File: src/rtl/axi_mem_arbiter.sv
// AXI master-port arbiter: icache/dcache refill reads share AR/R (one burst in flight),
// the write buffer drives AW/W/B serially. Optional macro ARB_RR_EN enables round-robin read grants.
module axi_mem_arbiter #(
    parameter int OFFSET_WIDTH = 2
) (
    input  logic        clk,
    input  logic        rstn,
    // icache refill
    input  logic        i_req,
    input  logic [31:0] i_addr,
    output logic        i_ack,
    output logic        i_rvalid,
    // dcache refill
    input  logic        d_req,
    input  logic [31:0] d_addr,
    output logic        d_ack,
    output logic        d_rvalid,
    // AXI read address / data control
    output logic [31:0] araddr,
    output logic [7:0]  arlen,
    output logic        arvalid,
    input  logic        arready,
    input  logic        rvalid,
    input  logic        rlast,
    output logic        rready,
    // write buffer
    input  logic [31:0] wb_addr,
    input  logic        wb_valid,
    input  logic        wb_last,
    output logic        wb_awready,
    output logic        wb_wready,
    output logic        wb_bvalid,
    input  logic        wb_bready,
    // AXI write control
    output logic        awvalid,
    input  logic        awready,
    output logic        wvalid,
    input  logic        wready,
    input  logic        bvalid,
    output logic        bready,
    // state visibility
    output logic [1:0]  dbg_rd_state,
    output logic [1:0]  dbg_wr_state
);

    localparam int LINE_LSB = OFFSET_WIDTH + 2;
    localparam logic [7:0] ARLEN = 8'((1 << OFFSET_WIDTH) - 1);

    // Handshake rule on every channel: a transfer happens in a cycle where valid and
    // ready are both high; a raised arvalid is held until arready.
    typedef enum logic [1:0] {R_IDLE = 2'd0, R_AR = 2'd1, R_DATA = 2'd2} rd_state_e;
    typedef enum logic [1:0] {W_ADDR = 2'd0, W_DATA = 2'd1, W_RESP = 2'd2} wr_state_e;

    rd_state_e            rd_state_q, rd_state_d;
    wr_state_e            wr_state_q, wr_state_d;
    logic                 own_i_q, own_i_d;
    logic [31:0]          ara_q, ara_d;
    logic                 wr_busy_q, wr_busy_d;
    logic [31:LINE_LSB]   wr_line_q, wr_line_d;
    logic                 en_q;
    logic                 hazard;
    logic                 d_elig;
    logic                 pick_i;
    logic                 unused_wb_low;

    assign unused_wb_low = ^wb_addr[LINE_LSB-1:0];

    // en_q holds every handshake output low until the first edge after reset release.
    always_ff @(posedge clk or negedge rstn) begin
        if (!rstn) begin
            en_q       <= 1'b0;
            rd_state_q <= R_IDLE;
            wr_state_q <= W_ADDR;
            own_i_q    <= 1'b0;
            ara_q      <= '0;
            wr_busy_q  <= 1'b0;
            wr_line_q  <= '0;
        end else begin
            en_q       <= 1'b1;
            rd_state_q <= rd_state_d;
            wr_state_q <= wr_state_d;
            own_i_q    <= own_i_d;
            ara_q      <= ara_d;
            wr_busy_q  <= wr_busy_d;
            wr_line_q  <= wr_line_d;
        end
    end

    // Dcache refill must not overtake a write-back of the same line.
    always_comb begin
        hazard = (wr_busy_q && (d_addr[31:LINE_LSB] == wr_line_q)) ||
                 ((wr_state_q == W_ADDR) && wb_valid &&
                  (d_addr[31:LINE_LSB] == wb_addr[31:LINE_LSB]));
        d_elig = d_req && !hazard;
    end

`ifdef ARB_RR_EN
    logic last_i_q, last_i_d;

    always_ff @(posedge clk or negedge rstn) begin
        if (!rstn) begin
            last_i_q <= 1'b1;
        end else begin
            last_i_q <= last_i_d;
        end
    end

    always_comb begin
        last_i_d = last_i_q;
        if (rd_state_q == R_AR && arready) begin
            last_i_d = own_i_q;
        end
        pick_i = 1'b0;
        if (d_elig && i_req) begin
            pick_i = !last_i_q;
        end else if (!d_elig && i_req) begin
            pick_i = 1'b1;
        end
    end
`else
    always_comb begin
        pick_i = !d_elig && i_req;
    end
`endif

    // Read FSM: next state and outputs.
    always_comb begin
        rd_state_d = rd_state_q;
        own_i_d    = own_i_q;
        ara_d      = ara_q;
        arvalid    = 1'b0;
        rready     = 1'b0;
        i_ack      = 1'b0;
        d_ack      = 1'b0;
        i_rvalid   = 1'b0;
        d_rvalid   = 1'b0;
        unique case (rd_state_q)
            R_IDLE: begin
                if (en_q && (d_elig || i_req)) begin
                    rd_state_d = R_AR;
                    own_i_d    = pick_i;
                    ara_d      = pick_i ? i_addr : d_addr;
                end
            end
            R_AR: begin
                arvalid = 1'b1;
                if (arready) begin
                    i_ack      = own_i_q;
                    d_ack      = !own_i_q;
                    rd_state_d = R_DATA;
                end
            end
            R_DATA: begin
                rready   = 1'b1;
                i_rvalid = own_i_q && rvalid;
                d_rvalid = !own_i_q && rvalid;
                if (rvalid && rlast) begin
                    rd_state_d = R_IDLE;
                end
            end
            default: rd_state_d = R_IDLE;
        endcase
    end

    // Write FSM: next state and outputs.
    always_comb begin
        wr_state_d = wr_state_q;
        wr_busy_d  = wr_busy_q;
        wr_line_d  = wr_line_q;
        awvalid    = 1'b0;
        wb_awready = 1'b0;
        wvalid     = 1'b0;
        wb_wready  = 1'b0;
        bready     = 1'b0;
        wb_bvalid  = 1'b0;
        unique case (wr_state_q)
            W_ADDR: begin
                awvalid    = en_q && wb_valid;
                wb_awready = en_q && awready;
                if (en_q && wb_valid && awready) begin
                    wr_line_d  = wb_addr[31:LINE_LSB];
                    wr_busy_d  = 1'b1;
                    wr_state_d = W_DATA;
                end
            end
            W_DATA: begin
                wvalid    = wb_valid;
                wb_wready = wready;
                if (wb_valid && wready && wb_last) begin
                    wr_state_d = W_RESP;
                end
            end
            W_RESP: begin
                bready    = wb_bready;
                wb_bvalid = bvalid;
                if (bvalid && wb_bready) begin
                    wr_busy_d  = 1'b0;
                    wr_state_d = W_ADDR;
                end
            end
            default: wr_state_d = W_ADDR;
        endcase
    end

    assign araddr       = ara_q;
    assign arlen        = ARLEN;
    assign dbg_rd_state = rd_state_q;
    assign dbg_wr_state = wr_state_q;

endmodule

File: config.mk
export PLATFORM = sky130hd
export DESIGN_NAME = axi_mem_arbiter
export DESIGN_NICKNAME = d
export VERILOG_FILES = /design/src/rtl/axi_mem_arbiter.sv
export SDC_FILE = /design/constraint.sdc
export NUM_CORES = 1
export LEC_CHECK = 0
export CORE_MARGIN = 1
export CORE_UTILIZATION = 39
export DETAILED_ROUTE_END_ITERATION = 10
export GPL_TIMING_DRIVEN = 0
export PLACE_DENSITY = 0.77
export SLEW_MARGIN = 5
export SYNTH_ARGS = -nofsm -noshare
export SYNTH_HDL_FRONTEND = slang
export SYNTH_SLANG_ARGS = --single-unit
File: constraint.sdc
create_clock -name clk -period 2.3 [get_ports clk]
set_input_delay 0.345 -clock clk [delete_from_list [all_inputs] [get_ports clk]]
set_output_delay 0.345 -clock clk [all_outputs]
set_load 0.02 [all_outputs]
; Yosys cells after proc, flatten, opt, wreduce, memory -nomap -nowiden
; Index checks and enable logic that the tools add are counted.
[word_totals]
ff_bits = 67
inputBits = 109
out_inout_bits = 56
word_cells = 73
[op_classes]
eq_ne = 12
n_mux = 26
reduce_logical = 28
[ops]
columns = cell, n
row1 = $eq A28 B28 Y1, 2
row2 = $mux W32, 1
row3 = $mux W1, 16
row4 = $logic_and A1 B1 Y1, 15
row5 = $mux W2, 6
row6 = $pmux W2 S3, 2
row7 = $ne A2 B2 Y1 const B, 5
row8 = $reduce_and A3 Y1, 3
row9 = $eq A2 B1 Y1 const B, 2
row10 = $eq A2 B2 Y1 const B, 2
row11 = $logic_not A2 Y1, 2
row12 = $reduce_and A2 Y1, 2
row13 = $logic_not A1 Y1, 3
row14 = $logic_or A1 B1 Y1, 2
row15 = $ne A2 B1 Y1 const B, 1
row16 = $pmux W1 S2, 1
row17 = $reduce_bool A2 Y1, 1

; Depth between registers and ports, before layout
; Gate-level depths: netlist (run 1).
[logic_depth]
depth_word = 10
ltp_mapped = 10
mapped_depth_nobuf = 7

; Worst setup path before layout (run 1)
; OpenSTA, ideal clock, no wires.
[synth_timing]
kind = reg2reg
startpoint = register wr_state_q[0], in the netlist dbg_wr_state[0]
endpoint = register ara_q[27], in the netlist araddr[27]
setup_time_ns = 0.120
arrival_ns = 2.567
required_ns = 2.180
path_slack_ns = -0.387
path_stages_with_launch = 10
path_buffers = 2
synth_period_minus_slack_ns = 2.687
path_cell_list = dfrtp_1 or3b_4 nor4_2 nand4_1 o41ai_2 a21oi_1 buf_6 buf_6 or4b_1 o211a_1
[synth_via]
elab_chain_len = 9
word_cells_on_any_way = 12
cone_classes = mux: 1 / reduce/logical: 11
[synth_rtl]
columns = item, line_no
row1 = "start, declared", 55  ; wr_state_e wr_state_q, wr_state_d;
row2 = "start signal, assigned", 81  ; wr_state_q <= wr_state_d;
row3 = $logic_not A2 Y1 *, 92  ; ((wr_state_q == W_ADDR) && wb_valid &&
row4 = $logic_and A1 B1 Y1 * (2 in a row), 92
row5 = $logic_or A1 B1 Y1 *, 91  ; hazard = (wr_busy_q && (d_addr[31:LINE_LSB] == wr_line_q)) ||
row6 = $logic_not A1 Y1 *, 94  ; d_elig = d_req && !hazard;
row7 = $logic_and A1 B1 Y1 *, 94
row8 = $logic_not A1 Y1 or $logic_or A1 B1 Y1 (tied branches), "122, 139"
row9 = "$logic_and A1 B1 Y1, on equally long branches", "122, 139"
row10 = $mux W32 or $reduce_and A2 Y1 (tied branches), -
row11 = "end signal, assigned", 83  ; ara_q <= ara_d;
row12 = "end, declared", 57  ; logic [31:0] ara_q, ara_d;
; Every way passes the cells marked *; elsewhere a longest branch is shown, timed or not.
; A chain may end at the register's enable or synchronous reset.

; Final worst setup path (run 1)
[layout_timing]
startpoint = input d_addr[27]
endpoint = register ara_q[29], in the netlist araddr[29]
[layout_via]
elab_chain_len = 8
word_cells_on_any_way = 13
cone_classes = eq/ne: 2 / mux: 1 / reduce/logical: 10
[layout_rtl]
columns = item, line_no
row1 = "start, declared", 15  ; input logic [31:0] d_addr,
row2 = "$eq A28 B28 Y1, on equally long branches", "91, 93"
row3 = "$logic_and A1 B1 Y1, on equally long branches", "91, 92"
row4 = $logic_or A1 B1 Y1 *, 91
row5 = $logic_not A1 Y1 *, 94
row6 = $logic_and A1 B1 Y1 *, 94
row7 = $logic_not A1 Y1 or $logic_or A1 B1 Y1 (tied branches), "122, 139"
row8 = "$logic_and A1 B1 Y1, on equally long branches", "122, 139"
row9 = $mux W32 or $reduce_and A2 Y1 (tied branches), -
; Marks and branches as above.

==> impl_metrics.csv, run 1 <==
group,metric,value,unit
routing,drt-total-wl,11800,µm
die,die_h,102,µm
layout,final_cell_mix,"134 x clkdlybuf4s50_1, 65 x dfrtp_1, 40 x nor2_1, 39 x nand2_1, 35 x xnor2_1",
synth,synth-edff-count,0,
clock_network,cts.path.max_buffers,2,
synth,avgSynthCellArea,10.5,µm²
clock_network,cts_tree,"done",
die,pin_count,165,
global_routing,grt_use_met3,4.42,%
run_status,outcome,"finished, violations left",
power_and_ir_drop,vdd_drop_max,567,µV
worst_setup_path,worst-path-max-fanout,9,
clock_network,clock-sinks,67,
worst_setup_path,criticalPathCategory,"primary input to register",
power_and_ir_drop,power.total,5.80,mW
worst_setup_path,cp.required,2.53,ns
synth,synth-compound-area-share,10.1,%
placed_design,portBuffers,152,
synth,muxShareOfSynthArea,8.12,%
die,rows,36,
placed_design,place_area,5630,µm²
placed_design,place_congestion,0.834,
clock_network,clockRootBuffer,"clkbuf_8",
die,initial_core_util,39.9,%
worst_setup_path,endpoint_kind,"register",
timing,setup_ws,-0.218,ns
timing,skew,0.0134,ns
synth,yosysWarnings,0,
synth,synth-xor-area-share,12.6,%
global_routing,met1_usage,30.2,%
die,die_x,102,µm
routing,viasPerCell,5.03,
synth,synthSimpleGateAreaFrac,21.4,%
synth,syn_area,3880,µm²
timing,min_period,2.52,ns
routing,num_vias,3454,
timing,tightest_slew,0.624,ns
timing,rsz0062_at_grt,"true",
layout,layout.cells.most_common,"clkdlybuf4s50_1",
clock_network,clk_latency,0.34,ns
timing,max_freq,397,MHz
synth,synth_adder_area_share,0,%
clock_network,cts_buffers,9,
worst_setup_path,worst_ep_arrival_time,2.75,ns
routing,wl_per_cell,17.3,µm
timing,slew_viol_final,0,
synth,syn_inst,371,
placed_design,dpl.cell_count,664,
global_routing,grt_pass1_wl,18100,µm
power_and_ir_drop,powerDensity,978,nW/µm²
routing,drt_iter0_markers,146,
layout,syn_to_final_growth,52.9,%
routing,drtPass1Iterations,5,
placed_design,hpwlAfterDp,9140,µm
timing,hold_viol_final,0,
layout,fin_cells,686,
run,max-cap-violations,0,
timing,max_slew_margin,58.4,%
global_routing,met2_usage,38.6,%
clock_network,path_clk_slew,0.07,ns
run_status,violations,"negative setup slack",
timing,finalCritPeriodShare,109,%
timing,setup_violations,33,
synth,yosysTopAreaCellShare,43.2,%
global_routing,grt_start_max_net_pins,50,
synth,synthFlopType,"dfrtp_1",
synth,synth_cell_type_count,32,
layout,drive_gt1_share,13.8,%
routing,drc,0,
synth,yosysSeqAreaShare,43.2,%
clock_network,htreeDepth,3,
synth,synth_top_family_by_area,"simple AND/OR/NAND/NOR gates",
synth,synth_area_leaders,"dfrtp_1 43%, o211a_1 8.3%, or4b_1 8.3%",
layout,design_area,5930,µm²
global_routing,grt_busiest_layer,"met2",
global_routing,antenna_found_initial,1,
synth,ys_async_sr_fraction,100,%
die,fp.dieArea,10400,µm²
global_routing,track_usage,23.4,%
routing,detail-route-antenna-nets,0,
synth,yosysTopAreaCell,"dfrtp_1",
power_and_ir_drop,static-leakage-power,2.50,nW
layout,nets,657,
global_routing,grt_pass1_vias,3583,
global_routing,grt_overflow,0,
synth,synth_seq_cells,67,
worst_setup_path,start_kind,"primary input",
worst_hold_path,hp-class,"primary input to register",
die,core,9730,µm²
-- kinds of logic after synthesis --
family | Yosys count
AOI/OAI and AO/OA | 41
buffers and inverters | 33
DFF | 67
other | 2
xor gates and xnor gates | 56
and+or+nand+nor | 144
muxes | 28
-- synth_stat cells (all sizes together) (2+ instances only) --
master / number
dfrtp: 67
nor2: 40
nand2: 39
xnor2: 35
o211a: 32
or4b: 32
mux2: 28
xor2: 21
clkbuf: 20
buf: 11
nand4: 9
nor4: 6
nand3: 4
a21oi: 3
nor3: 3
a21o: 2
and2: 2
and3: 2
and3b: 2
conb: 2
inv: 2
nor2b: 2
-- timing repair --
item,4_1_cts,5_1_grt
hold endpoints to repair,18,0
setup buffers,2,2
resized for setup,25,13
endpoints found under the setup margin,45,35
hold buffers,1,0
cloned,0,1
pin swaps,4,5
-- flip-flops by register name, indices dropped and copies added (netlist names) --
signal	count
en_q	1
own_i_q	1
dbg_rd_state	2
wr_line_q	28
wr_busy_q	1
araddr	32
dbg_wr_state	2
-- where the power goes --
group          internal [mW]  switching (mW)
registers               1.75           0.374
logic                   1.53            1.30
clock network          0.415           0.433
total                   3.69            2.11
-- stage by stage --
stage	hold slack, ns	util (%)	setup WS, ns	setup TNS (ns)
after global placement	0.466	57.6	-1.71	-131.98
final	0.306	61.0	-0.218	-5.31
after CTS	0.430	60.3	-0.363	-9.73
after detailed placement	0.248	57.9	-0.819	-36.34
after floorplan	0.0494	-	-0.0761	-0.304
after global routing	0.324	61.0	-0.337	-9.17
-- critical path, stage by stage --
cell,delay [ns]
clkdlybuf4s50_1,0.48
xor2_1,0.22
nor4_4,0.27
nand4_1,0.14
o41ai_2,0.28
a21oi_2,0.13
buf_6,0.16
buf_8,0.13
or4b_1,0.46
o211a_1,0.13
-- routing by layer --
layer	vias to the layer above	part of all wire (%)
li1	1652	-
met1	1659	44
met2	124	48
met3	19	5.8
met4	0	2.3
met5	-	0
-- final timing paths --
path                       depth (start not counted)  slack, ns            to            start
hold reg to reg                                    1       0.49     wr_busy_q        wr_busy_q
setup reg to reg                                   9      -0.22    araddr[29]  dbg_wr_state[1]
setup / recovery                                  10      -0.22    araddr[29]       d_addr[27]
max in group asynchronous                          3       1.32     araddr[8]             rstn
hold / removal                                     2       0.31  wr_line_q[7]       wb_addr[7]
min in group asynchronous                          2       0.43          en_q             rstn
-- final cells by class --
cell class / count / area (µm²)
Buffer: 31 / 209
Antenna cell: 1 / 2.50
Inverter: 2 / 7.51
Fill cell: 853 / 3790
Timing Repair Buffer: 159 / 1610
Clock inverter: 2 / 12.5
Multi-Input combinational cell: 278 / 2100
Tap cell: 133 / 166
Clock buffer: 13 / 149
Sequential cell: 67 / 1680
(Power assumes the default switching activity.)
==> run 2, diff against run 1 <==
CORE_UTILIZATION = 46   (was 39)
PLACE_DENSITY = 0.86   (was 0.77)
clock period = 3.1 ns   (was 2.3 ns; I/O delays follow)
==> run 2 against run 1 <==
Setup slack gained 0.38 ns. Highest routed layer unchanged. The flow now finishes without violations. Sequential power shrank 25%. Largest cell class unchanged. First-iteration DRC count grew 40%. Design area is 2.5% lower. Clock skew fell by 0.0077 ns. Via count rose by 3.1%. Die area down 15%. Register-to-register slack better by 0.54 ns. Non-clock buffer count decreased by 7. Clock power decreased by 9.6%. Sequential share of layout area increased by 0.68 points. Combinational power decreased by 28%.
==> impl_metrics.csv, run 2 (synthesized netlist as in run 1, its figures left out) <==
group,metric,value,unit
timing,slew_viol_final,0,
global_routing,grt_busiest_layer,"met2",
die,pin_count,165,
timing,max_slew_margin,43.2,%
layout,diodes,0,
routing,drt-total-wl,11500,µm
clock_network,clockRootBuffer,"clkbuf_8",
routing,drc,0,
placed_design,dpl.cell_count,635,
layout,drive_gt1_share,11.4,%
run,max-cap-violations,0,
global_routing,grt_pass1_wl,18100,µm
routing,detail-route-antenna-nets,0,
global_routing,grt_overflow,0,
timing,skew,0.00567,ns
global_routing,antenna_found_initial,0,
worst_setup_path,worst-path-max-fanout,10,
global_routing,grt_pass1_vias,3667,
worst_setup_path,r2r_slack,0.32,ns
clock_network,cts_buffers,9,
worst_setup_path,rr_endpoint,"araddr[30]",
layout,design_area,5790,µm²
layout,syn_to_final_growth,49.1,%
worst_setup_path,start_kind,"primary input",
global_routing,met2_usage,46.4,%
die,fp.dieArea,8810,µm²
routing,drtPass1Iterations,4,
global_routing,track_usage,27.3,%
global_routing,met1_usage,34.6,%
global_routing,grt_start_max_net_pins,68,
timing,timing.hold.ws,0.226,ns
run_status,outcome,"finished, final reports clean",
layout,fin_cells,651,
layout,final_cell_mix,"151 x clkdlybuf4s50_1, 67 x dfrtp_1, 40 x nor2_1, 39 x nand2_1, 35 x xnor2_1",
routing,wl_per_cell,17.7,µm
routing,viasPerCell,5.47,
timing,setup_violations,0,
routing,num_vias,3561,
layout,largest_reg_flops,32,
clock_network,postCtsSetupRepairBufs,0,
clock_network,clock-sinks,67,
die,initial_core_util,47.5,%
clock_network,clk_latency,0.34,ns
placed_design,hpwlAfterDp,8750,µm
worst_setup_path,endpoint_kind,"register",
worst_setup_path,rr_startpoint,"dbg_wr_state[0]",
clock_network,path_clk_slew,0.07,ns
worst_setup_path,worst_ep_arrival_time,3.17,ns
timing,min_period,2.94,ns
routing,drt_iter0_markers,204,
clock_network,cts_tree,"done",
power_and_ir_drop,power.total,4.41,mW
worst_hold_path,hp-class,"primary input to async pin",
layout,layout.cells.most_common,"clkdlybuf4s50_1",
die,rows,33,
worst_setup_path,ff2ff_path_depth,9,
power_and_ir_drop,powerDensity,761,nW/µm²
layout,nets,650,
placed_design,portBuffers,152,
global_routing,grt_use_met3,5.50,%
clock_network,htreeDepth,3,
die,core,8180,µm²
power_and_ir_drop,vdd_drop_max,477,µV
timing,finalCritPeriodShare,94.7,%
timing,tightest_slew,0.853,ns
placed_design,place_area,5560,µm²
die,die_h,93.9,µm
timing,rsz0062_at_grt,"false",
clock_network,cts.path.max_buffers,2,
worst_setup_path,criticalPathCategory,"primary input to register",
timing,max_freq,341,MHz
power_and_ir_drop,static-leakage-power,2.36,nW
timing,hold_viol_final,0,
placed_design,place_congestion,0.870,
worst_setup_path,cp.required,3.33,ns
die,die_x,93.9,µm
## run 2: cell count changes in the layout (fill, tap and decap cells not counted), sizes merged, moves of 6 or more
cell,delta
clkdlybuf4s50,+17
buf,-6
dlymetal6s2s,-10
dlygate4sd2,-7
## run 2: worst max-delay path by stage
stage / startpoint / to / slack [ns] / cells after the start
2_1_floorplan: dbg_wr_state[0] / araddr[27] / 0.41 / 9
3_3_place_gp: rstn / araddr[0] / -0.72 / 1
3_5_place_dp: wb_valid / araddr[16] / -0.38 / 10
4_1_cts: wb_valid / araddr[30] / 0.006 / 10
5_1_grt: wb_valid / araddr[30] / 0.07 / 10
6_report: wb_valid / araddr[30] / 0.16 / 10
## run 2: area by class of cell
type	instances	area, µm²
multi-input combinational	278	2070
timing repair buffer	152	1520
buffer	31	165
inverter	2	7.51
sequential	67	1680
tap	105	131
fill	597	2390
clock inverter	4	47.5
clock buffer	12	165
## run 2: through the flow
step | utilization [%] | setup slack (ns) | setup TNS, ns
detailed placement | 68.0 | -0.384 | -11.60
finish | 70.8 | 0.164 | 0
global placement | 68.0 | -0.718 | -57.02
CTS | 70.6 | 0.00577 | 0
global route | 70.8 | 0.0677 | 0
floorplan | - | 0.413 | 0
## run 2: worst max-delay path, stage by stage
cell,delay [ns]
clkdlybuf4s50_1,0.53
or3b_4,0.43
nor4_4,0.31
nand4_1,0.14
o41ai_2,0.26
a21oi_2,0.10
buf_6,0.16
buf_6,0.14
or4b_1,0.49
o211a_1,0.15
## run 2: timing repair
item	4_1_cts	5_1_grt
gates resized for setup	3	2
endpoints found under the setup margin	23	30
gates cloned	0	0
pin swaps	0	1
hold buffers	0	0
## run 2: metal layers
metal / vias to the layer above / wire length, µm
met5: - / 0
met3: 15 / 801
li1: 1643 / -
met2: 152 / 5680
met1: 1751 / 4870
met4: 0 / 172
## run 2: where the power goes
| part | switching [mW] | internal (mW) |
|---|---|---|
| clock | 0.332 | 0.435 |
| combinational | 0.945 | 1.10 |
| sequential | 0.297 | 1.29 |
==> patch, RTL diff (settings of run 2) <==
Change the parameter `OFFSET_WIDTH` from 2 to 3.
--- a/src/rtl/axi_mem_arbiter.sv
+++ b/src/rtl/axi_mem_arbiter.sv
@@ -1,7 +1,7 @@
 // AXI master-port arbiter: icache/dcache refill reads share AR/R (one burst in flight),
 // the write buffer drives AW/W/B serially. Optional macro ARB_RR_EN enables round-robin read grants.
 module axi_mem_arbiter #(
-    parameter int OFFSET_WIDTH = 2
+    parameter int OFFSET_WIDTH = 3
 ) (
     input  logic        clk,
     input  logic        rstn,
Function: changed (a bounded check fails within 4 cycles, from zero or initial values and one cycle with rstn low).
==> patch against run 2 <==
Sequential share of layout area down 3.2 points. Clock power increased by 18%. Fmax grew 13%. Synthesized area up 15%. Setup slack better by 330 ps. Final cell count is 14% higher. Wire length increased by 16%. Power grew 15%. Synthesized cell count rose by 19%. Cell area grew 11%. Sequential power is 3% higher. Sequential cell count shrank 1. Critical path type unchanged.
==> patch: results (changes against run 2) <==
- Estimated wirelength of the detail-placed design: 10.25 mm (+17%)
- Global-route wire length before repair: 20.96 mm (+16%)
- Placed Area: 0.006158 mm² (+11%)
- Metal1 wirelength: 5.865 mm (+20%)
- Layout cells sized above 1: 0.2423 (+0.1287)
- Hold Slack: 224.1 ps (-2.158 ps)
- Placed cells: 728 (+15%)
- Met3 wire length: 780 µm (-2.6%)
- Dpl ws: 240.9 ps (+625.0 ps)
- Reg2Reg Depth: 7 (-2)
- Worst reg2reg setup slack: 800 ps (+480 ps)
- Met2 global-route usage: 0.4552 (-0.008896)
- Worst path top cell family by delay: compound AO/OA/AOI/OAI gates
- Cts repair resizes: 0 (-3)
- Met1 Resource Use GR: 0.3596 (+0.01394)
- Largest cells by area after synthesis: dfrtp_1, o211ai_2, mux2_2, xor2_1, nand2_1
- Mapped Avg Cell Area: 10.12 µm² (-3.3%)
- Crit path arrival time: 2870 ps (-300 ps)
- Leakage: 2.765 nW (+17%)
- DRT iter0 DRCs: 154 (-25%)
- CP max stage cell: o41ai_4
- Status: completed
- GR Layer Usage met3: 0.03883 (-0.01618)
- Synth Area in Compound Gates: 0.1533 (+0.05275)
- Final Skew: 10.66 ps (+4.995 ps)
- Port Buf Inserts: 150 (-1.3%)
- Synth Area in XOR/XNOR: 0.1058 (-0.02061)
- Met2 Wirelength: 6.466 mm (+14%)
- Vias post-DR: 4,056 (+14%)
- DRT Wirelength: 13.35 mm (+16%)
- Share of the yosys chip area belonging to registers: 0.3693 (-0.06265)
- Crit Reg-Reg Endpoint: araddr[16]
- Nets@finish: 719 (+11%)
- Slew @ Worst Pin: 855.6 ps (+2.912 ps)
- Count of cell types in the netlist: 41 (+28%)
- Max VDD drop: 0.0004273 V (-10%)
[patch: cell count changes after synthesis, sizes merged, moves of 32 or more]
cell    delta
nand2     +36
nor2      -34
and3      +33
o22ai     +33
o211a     -32
o211ai    +32
or4b      -32
[patch: area by class of cell]
type | count | area, µm²
buffer | 39 | 297.8
clock inverter | 7 | 125.1
fill | 704 | 2920
inverter | 2 | 7.507
sequential | 66 | 1652
timing repair buffer | 150 | 1499
clock buffer | 9 | 123.9
multi-input combinational | 342 | 2541
tap | 129 | 161.4
[patch: worst max path at each step]
stage                         start  depth (start not counted)    endpoint
finish                   d_addr[25]                          8  araddr[16]
floorplan                d_addr[24]                          7  araddr[10]
global route        dbg_wr_state[0]                          4     awvalid
CTS                        wb_valid                          5     awvalid
global placement               rstn                          1  araddr[27]
detailed placement       d_addr[12]                          8  araddr[16]
[patch: power breakdown]
part / internal (mW) / switching (mW) / leakage, nW
combinational: 1.30 / 1.21 / 1.86
sequential: 1.29 / 0.345 / 0.779
clock: 0.541 / 0.366 / 0.124
